--- src/rtl/pipe_hazard_ctrl_pkg.sv ---
// Shared widths, FSM encoding and the register-match helper for the pipeline hazard controller.
package pipe_hazard_ctrl_pkg;

  localparam int unsigned REG_FILE_ADDR_LEN = 5;
  localparam int unsigned WAIT_CNT_W        = 8;
  localparam int unsigned STALL_CNT_W       = 16;
  localparam int unsigned MEM_TIMEOUT_DEF   = 255;

  typedef enum logic [1:0] {
    ST_RUN      = 2'd0,
    ST_MEM_WAIT = 2'd1,
    ST_ERR      = 2'd2
  } state_e;

  // A writing stage conflicts with ID when its non-zero destination matches a source read.
  function automatic logic src_hit(
    input logic [REG_FILE_ADDR_LEN-1:0] dest,
    input logic                         wb_en,
    input logic [REG_FILE_ADDR_LEN-1:0] src1,
    input logic [REG_FILE_ADDR_LEN-1:0] src2,
    input logic                         two_src
  );
    return wb_en && (dest != '0) && ((dest == src1) || (two_src && (dest == src2)));
  endfunction

endpackage

--- src/rtl/pipe_hazard_ctrl_hazard_detect.sv ---
// Combinational hazard comparator: load-use only when forwarding, full RAW check otherwise.
module hazard_detect
  import pipe_hazard_ctrl_pkg::*;
(
  input  logic [REG_FILE_ADDR_LEN-1:0] id_src1,
  input  logic [REG_FILE_ADDR_LEN-1:0] id_src2,
  input  logic                         id_two_src,
  input  logic [REG_FILE_ADDR_LEN-1:0] exe_dest,
  input  logic                         exe_wb_en,
  input  logic                         exe_mem_r_en,
  input  logic [REG_FILE_ADDR_LEN-1:0] mem_dest,
  input  logic                         mem_wb_en,
  input  logic                         fwd_en,
  output logic                         hazard
);

  logic exe_hit;
  logic mem_hit;

  assign exe_hit = src_hit(exe_dest, exe_wb_en, id_src1, id_src2, id_two_src);
  assign mem_hit = src_hit(mem_dest, mem_wb_en, id_src1, id_src2, id_two_src);

  // With forwarding only a load in EXE cannot be bypassed in time.
  assign hazard = fwd_en ? (exe_hit && exe_mem_r_en) : (exe_hit || mem_hit);

endmodule

--- src/rtl/pipe_hazard_ctrl.sv ---
// Pipeline hazard controller: memory-wait FSM with timeout, stall/flush generation and stall counter.
module pipe_hazard_ctrl
  import pipe_hazard_ctrl_pkg::*;
#(
  parameter int unsigned MEM_TIMEOUT = MEM_TIMEOUT_DEF
) (
  input  logic                         clk,
  input  logic                         rst,
  input  logic [REG_FILE_ADDR_LEN-1:0] id_src1,
  input  logic [REG_FILE_ADDR_LEN-1:0] id_src2,
  input  logic                         id_two_src,
  input  logic [REG_FILE_ADDR_LEN-1:0] exe_dest,
  input  logic                         exe_wb_en,
  input  logic                         exe_mem_r_en,
  input  logic [REG_FILE_ADDR_LEN-1:0] mem_dest,
  input  logic                         mem_wb_en,
  input  logic                         fwd_en,
  input  logic                         br_taken,
  input  logic                         mem_req,
  input  logic                         mem_ready,
  output logic                         freeze_pc,
  output logic                         freeze_ifid,
  output logic                         flush_ifid,
  output logic                         bubble_idexe,
  output logic                         freeze_all,
  output logic                         mem_err,
  output logic [STALL_CNT_W-1:0]       stall_cnt
);

  state_e                state;
  logic [WAIT_CNT_W-1:0] wait_cnt;
  logic                  hazard;
  logic                  frz;

  hazard_detect u_hazard_detect (
    .id_src1      (id_src1),
    .id_src2      (id_src2),
    .id_two_src   (id_two_src),
    .exe_dest     (exe_dest),
    .exe_wb_en    (exe_wb_en),
    .exe_mem_r_en (exe_mem_r_en),
    .mem_dest     (mem_dest),
    .mem_wb_en    (mem_wb_en),
    .fwd_en       (fwd_en),
    .hazard       (hazard)
  );

  // State, wait counter, sticky error and saturating stall counter.
  always_ff @(posedge clk) begin
    if (rst) begin
      state     <= ST_RUN;
      wait_cnt  <= '0;
      stall_cnt <= '0;
      mem_err   <= 1'b0;
    end else begin
      if ((freeze_all || freeze_pc) && (stall_cnt != '1)) begin
        stall_cnt <= stall_cnt + STALL_CNT_W'(1);
      end
      case (state)
        ST_RUN: begin
          if (mem_req && !mem_ready) begin
            state    <= ST_MEM_WAIT;
            wait_cnt <= '0;
          end
        end
        ST_MEM_WAIT: begin
          if (mem_ready) begin
            state <= ST_RUN;
          end else begin
            wait_cnt <= wait_cnt + WAIT_CNT_W'(1);
            if (wait_cnt == WAIT_CNT_W'(MEM_TIMEOUT - 1)) begin
              state   <= ST_ERR;
              mem_err <= 1'b1;
            end
          end
        end
        ST_ERR: begin
          mem_err <= 1'b1;
        end
        default: begin
          state <= ST_RUN;
        end
      endcase
    end
  end

  // Hazard outputs; a global freeze masks branch and hazard handling until it releases.
  always_comb begin
    frz          = 1'b0;
    freeze_all   = 1'b0;
    freeze_pc    = 1'b0;
    freeze_ifid  = 1'b0;
    flush_ifid   = 1'b0;
    bubble_idexe = 1'b0;
    if (!rst) begin
      case (state)
        ST_RUN:      frz = mem_req && !mem_ready;
        ST_MEM_WAIT: frz = !mem_ready;
        ST_ERR:      frz = 1'b1;
        default:     frz = 1'b0;
      endcase
      freeze_all = frz;
      if (!frz) begin
        if (br_taken) begin
          flush_ifid   = 1'b1;
          bubble_idexe = 1'b1;
        end else if (hazard) begin
          freeze_pc    = 1'b1;
          freeze_ifid  = 1'b1;
          bubble_idexe = 1'b1;
        end
      end
    end
  end

endmodule

--- config.mk ---
export PLATFORM = sky130hd
export DESIGN_NAME = pipe_hazard_ctrl
export DESIGN_NICKNAME = d
export VERILOG_FILES = /design/src/rtl/pipe_hazard_ctrl_pkg.sv /design/src/rtl/pipe_hazard_ctrl_hazard_detect.sv /design/src/rtl/pipe_hazard_ctrl.sv
export SDC_FILE = /design/constraint.sdc
export NUM_CORES = 1
export LEC_CHECK = 0
export BUFFER_PORTS_ARGS = -buffer_cell sky130_fd_sc_hd__buf_2
export CAP_MARGIN = 0
export CORE_MARGIN = 5
export CORE_UTILIZATION = 54
export DETAILED_ROUTE_END_ITERATION = 8
export PLACE_DENSITY_LB_ADDON = 0.12
export SYNTH_ARGS = -nofsm -noshare
export SYNTH_HDL_FRONTEND = slang
export SYNTH_HIERARCHICAL = 1
export SYNTH_SLANG_ARGS = --single-unit
--- constraint.sdc ---
create_clock -name clk -period 3.7 [get_ports clk]
set_input_delay 0.555 -clock clk [delete_from_list [all_inputs] [get_ports clk]]
set_output_delay 0.555 -clock clk [all_outputs]
set_load 0.05 [all_outputs]
==> flow_metrics.py, run 1 <==
metrics = {
    "setup_path": {
        "crit_slowest_cell": "o22ai_1",
        "criticalPathCategory": "in -> out",
        "arrival_ps": 2170,
        "crit_buf_inv": 2,
        "crit_cells": 7,
        "crit_chain": "buf_2 > xor2_1 > nor4_1 > a32oi_1 > o22ai_1 > and3_1 > buf_2",
        "path_delay_family": "simple AND/OR/NAND/NOR gates",
        "crit_top_cell": "buf_2",
        "cp_slowest_stage_delay_ps": 360,
        "endpoint": "freeze_pc",
        "cp-startpoint": "exe_dest[2]",
        "r2r_slack_ps": 1720,
        "cp.required_ps": 3140,
        "r2r-start": "stall_cnt[0]",
        "rr_worst_depth": 6,
        "critPathMaxFanout": 3,
        "worstSetupEndpointType": "primary output",
        "rr_endpoint": "stall_cnt[3]",
        "critPathLaunchType": "primary input",
    },
    "synthesis": {
        "postSynthAreaPerCell_um2": 8.531,
        "synth-seq-cells": 27,
        "synth_top_cell_area_share": 0.3388,
        "synth_top_area_cell": "dfxtp_1",
        "synth_area_mm2": 0.001595,
        "synth_fp_nets": 220,
        "yosysUniqueCellTypes": 38,
        "syn_inst": 187,
        "synth_seq_area_share": 0.3388,
        "ys_warn_count": 6,
        "synth_area_leaders": "dfxtp_1, xnor2_1, xor2_1",
    },
    "final_layout": {
        "area_growth_pct": 18.82,
        "layout_commonest_cell": "buf_2",
        "fillers": 247,
        "drive_gt1_frac": 0.2532,
        "regArea_um2": 540.5,
        "fin_cells": 268,
        "layout_common_cells": "buf_2, dfxtp_1, nor2_1",
        "multi_input_area_mm2": 0.001008,
        "layout.nets": 271,
        "diodes": 0,
    },
    "floorplanning": {
        "ios": 52,
        "coreArea_mm2": 0.002805,
        "die_h_um": 64.35,
        "initial_core_util": 0.5687,
        "design.die.area_mm2": 0.004141,
        "die_w_um": 64.35,
        "rows": 19,
    },
    "clock_network": {
        "post_cts_buffers": 0,
        "cts_tree": "done",
        "cts_resized": 0,
        "ctsRootBufferMaster": "clkbuf_4",
        "numCtsBuffers": 3,
        "cts_hold_buf": 0,
        "h-tree-depth": 1,
        "clockBufferDepth": 2,
        "insertion_delay_ps": 320,
        "path_clk_slew_ps": 150,
        "clock_sinks": 27,
    },
    "drt": {
        "routed_wl_um": 3705,
        "drt_pre_antenna_iters": 5,
        "drc": 0,
        "ant_nets": 0,
        "num_vias": 1528,
        "viasPerCell": 5.701,
        "first_iter_violations": 97,
        "avgRoutedWirePerCell_um": 13.82,
    },
    "run_status": {
        "status": "finished, final reports clean",
    },
    "sta": {
        "worst_slew_pin_slew_ps": 578.7,
        "fin_ws_ps": 979.5,
        "rsz0062_at_grt": "no",
        "hold_viol": 0,
        "layout_min_cycle_time_ps": 2720,
        "setup_tns_ps": 0,
        "fin_skew_ps": 15.46,
        "fin_crit_sh": 0.7353,
        "timing.fmax_mhz": 367.6,
        "setup_viol": 0,
        "slew_headroom": 0.6042,
        "slew_violations": 0,
    },
    "grt": {
        "grt_overflow": 0,
        "grt_pass1_wl_um": 6382,
        "grt_antenna_before_repair": 0,
        "grt_max_degree": 29,
        "use_met1": 0.1943,
        "met2_usage": 0.3660,
        "met3_usage": 0.04203,
        "top_usage_layer": "met2",
        "grt_pass1_vias": 1490,
        "track_usage": 0.1852,
    },
    "place": {
        "placed_cells": 264,
        "post-place-ws_ps": 842.0,
        "hpwl_um": 2915,
        "portBuffers": 51,
        "gp_congestion": 0.8856,
    },
    "power_and_ir_drop": {
        "p_comb_frac": 0.175,
        "power_switching_mw": 0.1419,
        "fin_total_pwr_mw": 0.5147,
        "sw_frac_of_total": 0.2756,
        "p_leak_nw": 0.8052,
        "clkPwrFrac": 0.249,
        "max-vdd-ir-drop_uv": 148.5,
        "power_frac_seq": 0.576,
        "power.internal_mw": 0.3729,
        "powerDensity_mw_per_mm2": 271.5,
    },
    "min_path": {
        "min_from": "mem_err",
        "worstHoldPathType": "reg -> reg",
    },
    "job": {
        "drv_cap": 0,
    },
}
layout make-up:
class	count	area share
well taps	31	0.02046
clock inverters	1	0.003960
inverters	6	0.01188
repair buffers	51	0.1347
multi-input cells	149	0.5320
flip-flops and latches	27	0.2851
clock buffers	3	0.01188
kinds of logic (layout without fill, tap and decap cells):
group,after synthesis,after routing,synth area share
buf+inv,11,61,0.02902
flops,27,27,0.3388
simple gates,85,85,0.2847
fa+ha+maj,3,3,0.02353
xor+xnor,32,32,0.1757
compound gates,22,22,0.1043
mux,7,7,0.04392
how the worst min path moves through the flow:
stage / to / slack (ps) / cells past startpoint
global route: mem_err / 500 / 2
floorplan: wait_cnt[5] / 450 / 2
detailed placement: mem_err / 440 / 2
finish: mem_err / 460 / 2
global placement: mem_err / 430 / 2
CTS: mem_err / 460 / 2
layer usage:
layer,vias up,share of wire
li1,772,-
met1,718,0.41
met2,36,0.53
met3,2,0.057
met4,0,0.0054
met5,-,0
stage by stage:
step	util	instance area, um^2	hold WS [ps]
2_1_floorplan	-	1595	453.9
3_3_place_gp	0.6650	1866	431.6
3_5_place_dp	0.6650	1866	439.4
4_1_cts	0.6757	1896	459.6
5_1_grt	0.6757	1896	499.2
6_report	0.6757	1896	456.7
state kept, by name, summed over array words and instances (netlist names):
signal	cells
stall_cnt	16
wait_cnt	8
state	2
mem_err	1
power groups by stage:
stage               Sequential [mW]  Clock (mW)  Combinational, mW
finish                        0.297       0.128             0.0901
floorplan                     0.306           0             0.0534
CTS                           0.297       0.134             0.0903
global placement              0.303           0             0.0876
global route                  0.298       0.146             0.0984
detailed placement            0.303           0             0.0900
Yosys cell counts:
| master | n |
|---|---|
| a2111o_1 | 1 |
| a2111oi_0 | 1 |
| a21oi_1 | 6 |
| a221oi_4 | 1 |
| a31o_2 | 1 |
| a32oi_1 | 2 |
| and2_1 | 1 |
| and2b_2 | 1 |
| and3_1 | 4 |
| and4_1 | 1 |
| buf_2 | 1 |
| buf_4 | 1 |
| clkbuf_1 | 3 |
| dfxtp_1 | 27 |
| ha_1 | 3 |
| inv_1 | 6 |
| mux2i_1 | 7 |
| nand2_1 | 10 |
| nand2b_1 | 6 |
| nand3_1 | 7 |
| nand4_1 | 13 |
| nor2_1 | 20 |
| nor2_2 | 1 |
| nor2b_1 | 1 |
| nor3_1 | 4 |
| nor3_2 | 1 |
| nor4_1 | 6 |
| o211ai_1 | 1 |
| o21a_1 | 1 |
| o21ai_0 | 5 |
| o221ai_1 | 1 |
| o22a_1 | 1 |
| o22ai_1 | 1 |
| or2_1 | 1 |
| or3_1 | 6 |
| or4_1 | 2 |
| xnor2_1 | 18 |
| xor2_1 | 14 |
tightest hold or removal path, delay by kind of cell, from the launching register on:
kind	cells	cell delay, ps
compound gates	1	50
buf+inv	1	50
flops	1	340
(Power assumes the default switching activity.)
==> run 2, diff against run 1 <==
ABC_AREA = 1   (was unset)
CORE_UTILIZATION = 48   (was 54)
clock period = 2.2 ns   (was 3.7 ns; I/O delays follow)
==> flow_metrics.py, run 2 <==
metrics = {
    "run_status": {
        "status": "finished, final reports clean",
    },
    "clock_network": {
        "post_cts_buffers": 0,
        "cts_resized": 0,
        "path_clk_slew_ps": 90,
        "cts_hold_buf": 0,
        "clock_sinks": 27,
        "cts_tree": "done",
        "clockBufferDepth": 2,
        "numCtsBuffers": 3,
        "insertion_delay_ps": 270,
        "ctsRootBufferMaster": "clkbuf_8",
        "h-tree-depth": 1,
    },
    "synthesis": {
        "ys_warn_count": 6,
        "async_reset_ff_frac": 0,
        "postSynthAreaPerCell_um2": 5.753,
        "synth_area_leaders": "dfxtp_1, nand2_1, inv_1",
        "synth_most_common_cell": "nand2_1",
        "synth_area_mm2": 0.002031,
        "synth_edf_count": 0,
        "yosysUniqueCellTypes": 29,
        "synth_top_area_cell": "dfxtp_1",
        "synth_seq_area_share": 0.2662,
        "synth_top_cell_area_share": 0.2662,
        "synth_flop_cell": "dfxtp_1",
        "synth-seq-cells": 27,
        "ys_top_cells_by_count": "nand2_1, inv_1, nor2_1, dfxtp_1, nand3_1",
        "synth_fp_nets": 386,
        "syn_inst": 353,
    },
    "drt": {
        "viasPerCell": 4.806,
        "ant_nets": 0,
        "avgRoutedWirePerCell_um": 10.07,
        "num_vias": 2177,
        "drt_pre_antenna_iters": 4,
        "drc": 0,
        "first_iter_violations": 105,
        "routed_wl_um": 4561,
    },
    "sta": {
        "rsz0062_at_grt": "no",
        "hold_viol": 0,
        "slew_headroom": 0.7571,
        "worst_slew_pin_slew_ps": 363.0,
        "setup_viol": 0,
        "fin_crit_sh": 0.8814,
        "fin_skew_ps": 7.670,
        "layout_min_cycle_time_ps": 1939,
        "setup_tns_ps": 0,
        "timing.fmax_mhz": 515.7,
        "slew_violations": 0,
    },
    "setup_path": {
        "worstSetupEndpointType": "primary output",
        "rr_worst_depth": 8,
        "critPathMaxFanout": 4,
        "crit_top_cell": "nand2_1",
        "crit_slowest_cell": "buf_2",
        "crit_chain": "buf_2 > inv_1 > nand2_1 > nand2_1 > nor2_1 > nand3_1 > nand2_1 > nand2_1 > nand2_1 > nand3_1 > a21oi_2 > buf_2",
        "criticalPathCategory": "in -> out",
        "cp-startpoint": "mem_dest[1]",
        "cp_slowest_stage_delay_ps": 280,
        "arrival_ps": 1610,
        "rr_endpoint": "stall_cnt[7]",
        "cp.required_ps": 1870,
        "critPathLaunchType": "primary input",
        "r2r-start": "stall_cnt[0]",
        "r2r_slack_ps": 600,
    },
    "floorplanning": {
        "die_h_um": 75.05,
        "rows": 23,
        "ios": 52,
        "design.die.area_mm2": 0.005632,
        "initial_core_util": 0.5005,
        "die_w_um": 75.05,
        "coreArea_mm2": 0.004058,
    },
    "final_layout": {
        "largest_register_ffs": 16,
        "drive_gt1_frac": 0.1811,
        "final_util": 0.5813,
        "diodes": 0,
        "layout_commonest_cell": "nand2_1",
        "top_regs": "stall_cnt (16), wait_cnt (8), state (2)",
        "fillers": 414,
        "top_register": "stall_cnt",
        "layout_common_cells": "nand2_1, inv_1, buf_2",
        "layout.nets": 437,
        "area_growth_pct": 16.14,
        "fin_cells": 453,
    },
    "grt": {
        "met3_usage": 0.03338,
        "grt_overflow": 0,
        "top_usage_layer": "met2",
        "track_usage": 0.1726,
        "grt_antenna_before_repair": 0,
        "grt_pass1_wl_um": 7790,
        "use_met1": 0.2246,
        "grt_pass1_vias": 1852,
        "grt_max_degree": 17,
        "met2_usage": 0.2959,
    },
    "min_path": {
        "min_to": "state[1]",
        "worstHoldPathType": "in -> reg",
        "min_from": "rst",
        "worstHoldPathCells": 2,
    },
    "place": {
        "hpwl_um": 3743,
        "gp_congestion": 0.8265,
        "portBuffers": 51,
        "placed_cells": 449,
    },
    "power_and_ir_drop": {
        "p_leak_nw": 1.264,
        "powerDensity_mw_per_mm2": 410.6,
        "max-vdd-ir-drop_uv": 266.0,
        "fin_total_pwr_mw": 0.9684,
    },
    "job": {
        "drv_cap": 0,
    },
}
-- run 2: where the power goes --
group | internal (mW) | switching (mW) | leakage [nW]
Sequential | 0.494 | 0.00672 | 0.218
Combinational | 0.0636 | 0.125 | 1.02
Clock | 0.130 | 0.150 | 0.0228
Total | 0.687 | 0.281 | 1.26
-- run 2: per-stage QoR --
stage	worst slack [ps]	area [um^2]	hold WS [ps]
after floorplan	138.3	2041	465.0
after global placement	294.6	2313	483.4
after detailed placement	253.0	2313	489.3
after CTS	253.4	2359	308.9
after global routing	109.9	2359	320.4
final	261.0	2359	312.2
-- run 2: cells by family after synthesis --
| logic type | synth area share |
|---|---|
| and+or+nand+nor | 0.4596 |
| AOI/OAI and AO/OA | 0.08503 |
| DFF | 0.2662 |
| adders and majority gates | 0.01849 |
| xor gates and xnor gates | 0.03019 |
| buffers and inverters | 0.1405 |
-- run 2: how the worst max path moves through the flow --
stage / to / slack, ps
2_1_floorplan: freeze_pc / 140
3_3_place_gp: freeze_pc / 290
3_5_place_dp: stall_cnt[0] / 250
4_1_cts: freeze_pc / 250
5_1_grt: freeze_pc / 110
6_report: freeze_pc / 260
-- run 2: critical path, delay by kind of cell --
family,cells,cell delay [ps]
buffers and inverters,3,440
AND/OR/NAND/NOR,8,670
AO/OA/AOI/OAI,1,160
-- run 2: layer usage --
metal  routed length [um]  vias to the layer above
met5                    0                        -
li1                     -                     1186
met4                   34                        0
met1                 2226                      945
met3                  224                        5
met2                 2075                       41
-- run 2: area by class of cell --
cell class	count	area, um^2	area share
multi-input cells	258	1215	0.5151
flip-flops and latches	27	540.5	0.2292
repair buffers	52	262.8	0.1114
inverters	62	232.7	0.09867
well taps	50	62.56	0.02653
clock buffers	4	45.04	0.01910
==> run 3, diff against run 2 <==
GPL_TIMING_DRIVEN = 0   (was unset)
MAX_ROUTING_LAYER = met4   (was unset)
PLACE_DENSITY = 0.84   (was unset)
PLACE_DENSITY_LB_ADDON = unset   (was 0.12)
==> flow_metrics.py, run 3 (synthesis gave the netlist of run 2 again) <==
metrics = {
    "run_status": {
        "status": "finished, final reports clean",
    },
    "setup_path": {
        "criticalPathCategory": "in -> out",
        "crit_top_cell": "nand2_1",
        "path_delay_family": "simple AND/OR/NAND/NOR gates",
        "rr_worst_depth": 9,
        "cp.required_ps": 1870,
        "worstSetupEndpointType": "primary output",
        "crit_buf_inv": 4,
        "rr_endpoint": "stall_cnt[10]",
        "critPathMaxFanout": 4,
        "r2r_slack_ps": 640,
        "cp_slowest_stage_delay_ps": 210,
        "arrival_ps": 1670,
        "crit_chain": "buf_2 > inv_1 > nand2_1 > nand2_1 > nor2_1 > nand3_1 > nand2_1 > nand2_1 > nand2_1 > nand3_1 > a21oi_2 > buf_4 > clkbuf_4",
        "r2r-start": "stall_cnt[0]",
        "critPathLaunchType": "primary input",
        "crit_slowest_cell": "clkbuf_4",
    },
    "drt": {
        "num_vias": 2212,
        "avgRoutedWirePerCell_um": 10.59,
        "first_iter_violations": 130,
        "routed_wl_um": 4840,
        "viasPerCell": 4.840,
        "drc": 0,
        "ant_nets": 0,
        "drt_pre_antenna_iters": 4,
    },
    "place": {
        "hpwl_um": 3931,
        "gp_congestion": 0.8634,
        "portBuffers": 50,
    },
    "final_layout": {
        "top_register": "stall_cnt",
        "layout_common_cells": "nand2_1, inv_1, buf_2",
        "diodes": 0,
        "top_regs": "stall_cnt (16), wait_cnt (8), state (2)",
        "drive_gt1_frac": 0.1892,
        "layout_commonest_cell": "nand2_1",
        "multi_input_area_mm2": 0.001215,
        "area_growth_pct": 18.30,
        "largest_register_ffs": 16,
        "fillers": 411,
        "layout.nets": 441,
        "regArea_um2": 540.5,
    },
    "clock_network": {
        "cts_tree": "done",
        "cts_hold_buf": 0,
        "clock_sinks": 27,
        "h-tree-depth": 1,
        "numCtsBuffers": 3,
        "cts_resized": 0,
        "insertion_delay_ps": 280,
        "path_clk_slew_ps": 100,
        "post_cts_buffers": 0,
        "clockBufferDepth": 2,
        "ctsRootBufferMaster": "clkbuf_8",
    },
    "sta": {
        "hold_viol": 0,
        "setup_tns_ps": 0,
        "timing.fmax_mhz": 499.4,
        "setup_viol": 0,
        "fin_skew_ps": 15.09,
        "worst_slew_pin_slew_ps": 527.1,
        "fin_crit_sh": 0.9102,
        "slew_violations": 0,
        "slew_headroom": 0.6486,
        "layout_min_cycle_time_ps": 2002,
        "rsz0062_at_grt": "no",
    },
    "job": {
        "drv_cap": 0,
    },
    "floorplanning": {
        "die_h_um": 75.05,
        "design.die.area_mm2": 0.005632,
        "ios": 52,
        "rows": 23,
        "die_w_um": 75.05,
        "initial_core_util": 0.5005,
        "coreArea_mm2": 0.004058,
    },
    "grt": {
        "track_usage": 0.1899,
        "grt_max_degree": 16,
        "grt_antenna_before_repair": 0,
        "grt_pass1_wl_um": 8252,
        "grt_overflow": 0,
        "grt_pass1_vias": 2042,
    },
    "power_and_ir_drop": {
        "powerDensity_mw_per_mm2": 410.9,
        "max-vdd-ir-drop_uv": 227.2,
        "fin_total_pwr_mw": 0.9870,
        "p_leak_nw": 1.286,
    },
    "min_path": {
        "min_to": "stall_cnt[13]",
        "worstHoldPathType": "in -> reg",
        "worstHoldPathCells": 2,
        "min_from": "rst",
    },
}
[run 3: changes by cell type in the layout (fill, tap and decap cells not counted), sizes merged]
cell / delta
buf: +2
clkbuf: +1
clkinv: +1
[run 3: layer usage]
layer | global-route usage | share of wire
met1 | 0.2253 | 0.45
met2 | 0.3375 | 0.49
met5 | - | 0
met4 | 0.04150 | 0.0097
met3 | 0.02804 | 0.049
[run 3: report_power, final]
group,total (mW),switching [mW],internal (mW)
Sequential,0.501,0.00700,0.494
Combinational,0.196,0.127,0.0694
Clock,0.290,0.163,0.127
Total,0.987,0.296,0.691
[run 3: worst max path at each step]
stage | from | slack, ps | cells past startpoint | end
finish | mem_dest[1] | 200 | 13 | freeze_pc
global route | mem_dest[1] | 30 | 13 | freeze_pc
CTS | mem_dest[1] | 150 | 13 | freeze_pc
detailed placement | mem_dest[1] | 150 | 13 | freeze_pc
global placement | mem_dest[1] | 210 | 13 | freeze_pc
floorplan | mem_dest[3] | 140 | 11 | freeze_pc
[run 3: through the flow]
stage	std cells	setup slack, ps	util	area [um^2]	hold slack [ps]
2_1_floorplan	353	138.3	-	2041	465.0
4_1_cts	457	153.3	0.5914	2400	274.9
5_1_grt	457	31.43	0.5920	2402	279.4
3_3_place_gp	453	208.6	0.5800	2354	480.2
3_5_place_dp	453	154.1	0.5800	2354	490.6
6_report	457	197.5	0.5920	2402	283.1
[run 3: cell type report]
cell class	instances	area share
Multi-Input combinational cell	258	0.5057
Sequential cell	27	0.2250
Timing Repair Buffer	50	0.1052
Inverter	62	0.09688
Tap cell	50	0.02604
Buffer	6	0.02188
Clock buffer	3	0.01719
Clock inverter	1	0.002083
